**src/rtl/dat_receiver_if.sv**
```systemverilog
// Signal bundle between the SD DAT receive path and its controller, FIFO and card pins.
// state_dbg exposes the receiver FSM state for checkers and waveform debug.
interface dat_receiver_if #(
    parameter int TO_W = 16,
    parameter int BS_W = 12
);
    logic            start;
    logic [BS_W-1:0] block_size;
    logic [TO_W-1:0] timeout;
    logic [3:0]      card_in;
    logic            fifo_full;
    // push is a one-cycle write strobe with no back-pressure: fifo_full is sampled on the
    // edge that completes a word, and a word that meets fifo_full=1 is dropped, never retried.
    logic [31:0]     word_out;
    logic            push;
    logic            busy;
    logic            done;
    logic            crc_err;
    logic            end_err;
    logic            timeout_err;
    logic            overrun_err;
    logic [2:0]      state_dbg;

    modport master (
        output start, block_size, timeout, card_in, fifo_full,
        input  word_out, push, busy, done, crc_err, end_err, timeout_err, overrun_err, state_dbg
    );

    modport slave (
        input  start, block_size, timeout, card_in, fifo_full,
        output word_out, push, busy, done, crc_err, end_err, timeout_err, overrun_err, state_dbg
    );
endinterface

```
**src/rtl/dat_receiver.sv**
```systemverilog
// SD card-to-host DAT receiver: start-bit search, nibble-to-word packing, per-line CRC16
// and end-bit checking for one block per start request.
module dat_receiver #(
    parameter int TO_W = 16,
    parameter int BS_W = 12
) (
    input  logic          clk,
    input  logic          reset,
    dat_receiver_if.slave bus
);
    typedef enum logic [2:0] {
        IDLE       = 3'd0,
        WAIT_START = 3'd1,
        DATA       = 3'd2,
        CRC        = 3'd3,
        END_BIT    = 3'd4,
        DONE       = 3'd5
    } state_t;

    state_t          state, state_nxt;
    logic [BS_W-1:0] bs_lat;
    logic [TO_W-1:0] to_lat, wait_cnt;
    logic [BS_W:0]   nib_cnt, last_nib;
    logic [3:0]      crc_cnt;
    logic [31:0]     asm_word, asm_nxt, word_q;
    logic [15:0]     crc_q [4];
    logic            push_q, crc_err_q, end_err_q, timeout_err_q, overrun_err_q;

    function automatic logic [15:0] crc16_step(input logic [15:0] c, input logic b);
        logic fb;
        fb = c[15] ^ b;
        return {c[14:0], 1'b0} ^ (fb ? 16'h1021 : 16'h0000);
    endfunction

    assign last_nib = {bs_lat, 1'b0} - (BS_W + 1)'(1);

    // Nibble k of a word lands in byte k/2; even k is the high half of that byte.
    always_comb begin
        asm_nxt = asm_word;
        asm_nxt[{nib_cnt[2:1], ~nib_cnt[0], 2'b00} +: 4] = bus.card_in;
    end

    always_ff @(posedge clk) begin
        if (reset) state <= IDLE;
        else       state <= state_nxt;
    end

    always_comb begin
        state_nxt = state;
        case (state)
            IDLE:       if (bus.start) state_nxt = WAIT_START;
            WAIT_START: begin
                if (bus.card_in == 4'h0)                          state_nxt = DATA;
                else if (to_lat != '0 && wait_cnt == to_lat)      state_nxt = DONE;
            end
            DATA:       if (nib_cnt == last_nib) state_nxt = CRC;
            CRC:        if (crc_cnt == 4'd15)    state_nxt = END_BIT;
            END_BIT:    state_nxt = DONE;
            DONE:       state_nxt = IDLE;
            default:    state_nxt = IDLE;
        endcase
    end

    always_ff @(posedge clk) begin
        if (reset) begin
            bs_lat        <= '0;
            to_lat        <= '0;
            wait_cnt      <= '0;
            nib_cnt       <= '0;
            crc_cnt       <= '0;
            asm_word      <= '0;
            word_q        <= '0;
            push_q        <= 1'b0;
            crc_err_q     <= 1'b0;
            end_err_q     <= 1'b0;
            timeout_err_q <= 1'b0;
            overrun_err_q <= 1'b0;
            for (int i = 0; i < 4; i++) crc_q[i] <= '0;
        end else begin
            push_q <= 1'b0;
            case (state)
                IDLE: if (bus.start) begin
                    bs_lat        <= bus.block_size;
                    to_lat        <= bus.timeout;
                    wait_cnt      <= '0;
                    nib_cnt       <= '0;
                    crc_cnt       <= '0;
                    crc_err_q     <= 1'b0;
                    end_err_q     <= 1'b0;
                    timeout_err_q <= 1'b0;
                    overrun_err_q <= 1'b0;
                    for (int i = 0; i < 4; i++) crc_q[i] <= '0;
                end
                WAIT_START: begin
                    if (wait_cnt != '1) wait_cnt <= wait_cnt + TO_W'(1);
                    if (bus.card_in == 4'h0) begin
                        nib_cnt <= '0;
                        crc_cnt <= '0;
                    end else if (to_lat != '0 && wait_cnt == to_lat) begin
                        timeout_err_q <= 1'b1;
                    end
                end
                DATA: begin
                    asm_word <= asm_nxt;
                    for (int i = 0; i < 4; i++) crc_q[i] <= crc16_step(crc_q[i], bus.card_in[i]);
                    if (nib_cnt != last_nib) nib_cnt <= nib_cnt + (BS_W + 1)'(1);
                    if (nib_cnt[2:0] == 3'd7) begin
                        if (bus.fifo_full) begin
                            overrun_err_q <= 1'b1;
                        end else begin
                            push_q <= 1'b1;
                            word_q <= asm_nxt;
                        end
                    end
                end
                CRC: begin
                    // The card sends its CRC MSB first; our remainder shifts out in step with it.
                    for (int i = 0; i < 4; i++) begin
                        if (bus.card_in[i] != crc_q[i][15]) crc_err_q <= 1'b1;
                        crc_q[i] <= {crc_q[i][14:0], 1'b0};
                    end
                    if (crc_cnt != 4'd15) crc_cnt <= crc_cnt + 4'd1;
                end
                END_BIT: if (bus.card_in != 4'hF) end_err_q <= 1'b1;
                default: ;
            endcase
        end
    end

    assign bus.word_out    = word_q;
    assign bus.push        = push_q;
    assign bus.busy        = (state != IDLE) && (state != DONE);
    assign bus.done        = (state == DONE);
    assign bus.crc_err     = crc_err_q;
    assign bus.end_err     = end_err_q;
    assign bus.timeout_err = timeout_err_q;
    assign bus.overrun_err = overrun_err_q;
    assign bus.state_dbg   = state;
endmodule

```
**src/flat_wrapper.sv**
```systemverilog
// flat-port wrapper written by rule: the top's interface ports become plain ports
module dat_receiver_flat 
#(
    parameter int TO_W = 16,
    parameter int BS_W = 12
)
  (clk, reset, bus_start, bus_block_size, bus_timeout, bus_card_in, bus_fifo_full, bus_word_out, bus_push, bus_busy, bus_done, bus_crc_err, bus_end_err, bus_timeout_err, bus_overrun_err, bus_state_dbg);
  dat_receiver_if #(.TO_W(TO_W), .BS_W(BS_W)) bus_i ();
  input  logic clk;
  input  logic reset;
  input wire logic [$bits(bus_i.start)-1:0] bus_start;
  input wire logic [$bits(bus_i.block_size)-1:0] bus_block_size;
  input wire logic [$bits(bus_i.timeout)-1:0] bus_timeout;
  input wire logic [$bits(bus_i.card_in)-1:0] bus_card_in;
  input wire logic [$bits(bus_i.fifo_full)-1:0] bus_fifo_full;
  output wire logic [$bits(bus_i.word_out)-1:0] bus_word_out;
  output wire logic [$bits(bus_i.push)-1:0] bus_push;
  output wire logic [$bits(bus_i.busy)-1:0] bus_busy;
  output wire logic [$bits(bus_i.done)-1:0] bus_done;
  output wire logic [$bits(bus_i.crc_err)-1:0] bus_crc_err;
  output wire logic [$bits(bus_i.end_err)-1:0] bus_end_err;
  output wire logic [$bits(bus_i.timeout_err)-1:0] bus_timeout_err;
  output wire logic [$bits(bus_i.overrun_err)-1:0] bus_overrun_err;
  output wire logic [$bits(bus_i.state_dbg)-1:0] bus_state_dbg;
  assign bus_i.start = bus_start;
  assign bus_i.block_size = bus_block_size;
  assign bus_i.timeout = bus_timeout;
  assign bus_i.card_in = bus_card_in;
  assign bus_i.fifo_full = bus_fifo_full;
  assign bus_word_out = bus_i.word_out;
  assign bus_push = bus_i.push;
  assign bus_busy = bus_i.busy;
  assign bus_done = bus_i.done;
  assign bus_crc_err = bus_i.crc_err;
  assign bus_end_err = bus_i.end_err;
  assign bus_timeout_err = bus_i.timeout_err;
  assign bus_overrun_err = bus_i.overrun_err;
  assign bus_state_dbg = bus_i.state_dbg;
  dat_receiver #(.TO_W(TO_W), .BS_W(BS_W)) u_core (.clk(clk), .reset(reset), .bus(bus_i));
endmodule
```
**config.mk**
```make
export PLATFORM = sky130hd
export DESIGN_NAME = dat_receiver_flat
export DESIGN_NICKNAME = d
export VERILOG_FILES = /design/src/rtl/dat_receiver_if.sv /design/src/rtl/dat_receiver.sv /design/src/flat_wrapper.sv
export SDC_FILE = /design/constraint.sdc
export NUM_CORES = 1
export LEC_CHECK = 0
export CAP_MARGIN = 20
export CORE_ASPECT_RATIO = 1.1
export CORE_MARGIN = 2
export CORE_UTILIZATION = 58
export DETAILED_ROUTE_END_ITERATION = 10
export GPL_ROUTABILITY_DRIVEN = 0
export PLACE_DENSITY = 0.77
export SYNTH_ARGS = -nofsm -noshare
export SYNTH_HDL_FRONTEND = slang
export SYNTH_SLANG_ARGS = --single-unit
```
**constraint.sdc**
```tcl
create_clock -name clk -period 3.6 [get_ports clk]
set_input_delay 0.54 -clock clk [delete_from_list [all_inputs] [get_ports clk]]
set_output_delay 0.54 -clock clk [all_outputs]
set_load 0.03 [all_outputs]
```
==> impl_metrics.py <==
metrics = {
    "floorplan": {
        "core_um2": 14900,
        "ios": 78,
        "die_area_um2": 16000,
        "dieWidth_um": 121,
        "start_util": 0.587,
        "fp.dieH_um": 133,
        "fp-row-count": 47,
    },
    "cts": {
        "cts_hold_buf": 0,
        "clk_pin_slew_ns": 0.07,
        "numCtsBuffers": 17,
        "cts_tree": "yes",
        "clkLatencyLatePin_ns": 0.44,
        "post_cts_resized": 0,
        "clockRootBuffer": "clkbuf_16",
        "clockBufferDepth": 2,
        "post_cts_buffers": 0,
        "cts.sinks": 197,
        "htree_num_levels": 4,
    },
    "logic_synthesis": {
        "synth-async-reset-ratio": 0,
        "synthCells": 913,
        "synth_flop_cell": "dfxtp_1",
        "synth_warnings": 0,
        "syn-num-nets": 956,
        "synth-seq-cells": 197,
        "syn_area_um2": 8730,
        "ys_types": 57,
        "synth_edf_count": 61,
        "seq_area_frac_synth": 0.522,
        "avgSynthCellArea_um2": 9.56,
    },
    "worst_setup_path": {
        "cp.required_ns": 3.06,
        "reg2regPathDepth": 8,
        "crit_start": "u_core.bus.state_dbg[0]$_SDFFE_PP0P_",
        "endpoint_kind": "output pin",
        "r2r-start": "u_core.bs_lat[2]$_SDFFE_PP0P_",
        "startpoint_type": "flip-flop",
        "path_max_fanout": 20,
        "crit_type": "flip-flop to output pin",
        "arrival_ns": 2.21,
    },
    "power": {
        "ir_drop_mv": 0.310,
        "total_power_mw": 5.05,
        "p_per_area_nw_per_um2": 493,
        "p_leak_nw": 3.71,
    },
    "detailed_routing": {
        "vias_per_cell": 5.54,
        "dr_total_vias": 6514,
        "drt-initial-drc-count": 397,
        "dr.pass1.iters": 5,
        "wirelength_mm": 17.6,
        "ant_nets": 0,
        "drcViolationCount": 0,
        "wl_per_cell_um": 15.0,
    },
    "timing": {
        "fmaxAchievable_mhz": 363,
        "finalCritPeriodShare": 0.765,
        "fin_worst_skew_ns": 0.00901,
        "maxSlewViolCount": 0,
        "slew_headroom": 0.418,
        "tightest_slew_ns": 0.870,
        "fin_crit_ns": 2.75,
        "setup_viol": 0,
        "hold_violations": 0,
        "fin_setup_tns_ns": 0,
        "rsz0062_at_grt": "false",
    },
    "min_path": {
        "hold_path.class": "flip-flop to flip-flop",
        "hold_depth": 2,
        "hold_start": "u_core.asm_word[23]$_SDFFE_PP0P_",
    },
    "global_routing": {
        "grt_pass1_wl_mm": 29.3,
        "antenna_found_initial": 0,
        "grt_max_degree": 74,
        "grt_pass1_vias": 6209,
        "grt_usage": 0.227,
        "grt_overflow_total": 0,
    },
    "layout": {
        "n_antenna_cell": 0,
        "drive_gt1_frac": 0.0613,
        "area_growth_pct": 17.3,
        "fillCellCount": 1185,
        "multi_input_area_um2": 3890,
        "final_nets": 1009,
        "seqCellArea_um2": 4550,
    },
    "placed_design": {
        "portBuffers": 77,
        "dp_hpwl_mm": 11.4,
    },
    "run_status": {
        "status": "complete, no violations",
    },
    "job": {
        "cap_violations": 0,
    },
}
final timing paths:
| kind | endpoint | slack [ns] |
|---|---|---|
| min reg2reg | u_core.asm_word[23]$_SDFFE_PP0P_ | 0.46 |
| max reg2reg | u_core.nib_cnt[12]$_SDFFE_PP0P_ | 0.87 |
| max | bus_done | 0.85 |
| min | u_core.asm_word[23]$_SDFFE_PP0P_ | 0.46 |
layout make-up:
type,count,share of cell area
inverter,14,0.00514
sequential,197,0.445
multi-input combinational,641,0.380
tap,196,0.0240
clock buffer,20,0.0436
clock inverter,12,0.0139
timing repair buffer,95,0.0883
stage by stage:
stage / instances / cell area, um^2 / utilization / hold WS [ns] / setup WS, ns
floorplan: 913 / 8730 / - / 0.432 / 0.868
global placement: 1143 / 9640 / 0.648 / 0.441 / 0.947
detailed placement: 1143 / 9640 / 0.648 / 0.449 / 0.923
CTS: 1175 / 10200 / 0.688 / 0.459 / 0.844
global route: 1175 / 10200 / 0.688 / 0.467 / 0.659
finish: 1175 / 10200 / 0.688 / 0.458 / 0.848
layout by cell type, fill, tap and decap left out, types with 4 or more instances in the layout:
cell type and count:
nand4_1 13, nand2b_1 8, o31ai_1 4, a211oi_1 33, nor4_1 13, dfxtp_1 136, ha_1 7, o21ai_0 11
a31oi_1 5, a21oi_1 60, clkbuf_16 17, a21o_1 5, nor2_1 103, nand2_1 98, edfxtp_1 61, or3_1 10
nor3_1 14, or4_1 9, nor2b_1 5, buf_4 19, inv_1 14, and3_1 5, clkdlybuf4s50_1 76, mux2i_1 50
o21ai_1 4, nand3_1 33, xor2_1 18, and2_1 56, xnor2_1 37
synth_stat cells, types with 7 or more instances:
cell / number / area (um^2)
dfxtp_1: 136 / 2720
and2_1: 56 / 350
o21ai_0: 11 / 55.1
nor2_1: 105 / 394
nand3_1: 33 / 165
nand2_1: 98 / 368
xnor2_1: 37 / 324
nor3_1: 15 / 75.1
or3_1: 10 / 62.6
ha_1: 7 / 87.6
mux2i_1: 50 / 500
edfxtp_1: 61 / 1830
xor2_1: 18 / 158
or4_1: 9 / 67.6
nand2b_1: 8 / 50.1
a21oi_1: 60 / 300
a211oi_1: 33 / 248
clkbuf_1: 55 / 206
nor4_1: 13 / 81.3
nand4_1: 13 / 81.3
inv_1: 14 / 52.6
cells by family (layout without fill, tap and decap cells):
group | count (synthesis) | after routing | synth area share
AOI/OAI and AO/OA | 143 | 143 | 0.103
xor gates and xnor gates | 55 | 55 | 0.0552
muxes | 52 | 52 | 0.0599
and+or+nand+nor | 384 | 384 | 0.215
adders and majority gates | 7 | 7 | 0.0100
DFF | 197 | 197 | 0.522
buffers and inverters | 75 | 141 | 0.0348
sequential cells by signal, summed over array words and instances, names as in the netlist:
register	count
u_core.wait_cnt	16
u_core.bus.word_out	32
u_core.bus.end_err	1
u_core.bus.timeout_err	1
u_core.nib_cnt	13
u_core.crc_q	64
u_core.to_lat	16
u_core.bus.push	1
u_core.bs_lat	12
u_core.bus.state_dbg	3
u_core.asm_word	32
u_core.bus.overrun_err	1
u_core.crc_cnt	4
u_core.bus.crc_err	1
power breakdown:
group          internal, mW  switching [mW]
Combinational         0.253           0.380
Sequential             2.42          0.0877
Clock                  1.06           0.846
Total                  3.73            1.31
critical path: stages, from the launching register on:
cell and delay (ns):
dfxtp_1 0.50, buf_4 0.31, nand2_1 0.10, nor2_1 0.16, clkdlybuf4s50_1 0.70
per-layer routing:
| layer | GRT usage | routed length, um | up-vias |
|---|---|---|---|
| met1 | 0.301 | 8240 | 3078 |
| met5 | 0 | 0 | - |
| li1 | - | - | 3304 |
| met2 | 0.369 | 8500 | 108 |
| met4 | 0.0911 | 320 | 0 |
| met3 | 0.0401 | 536 | 24 |
No activity file was read; power rests on OpenSTA's default activity.
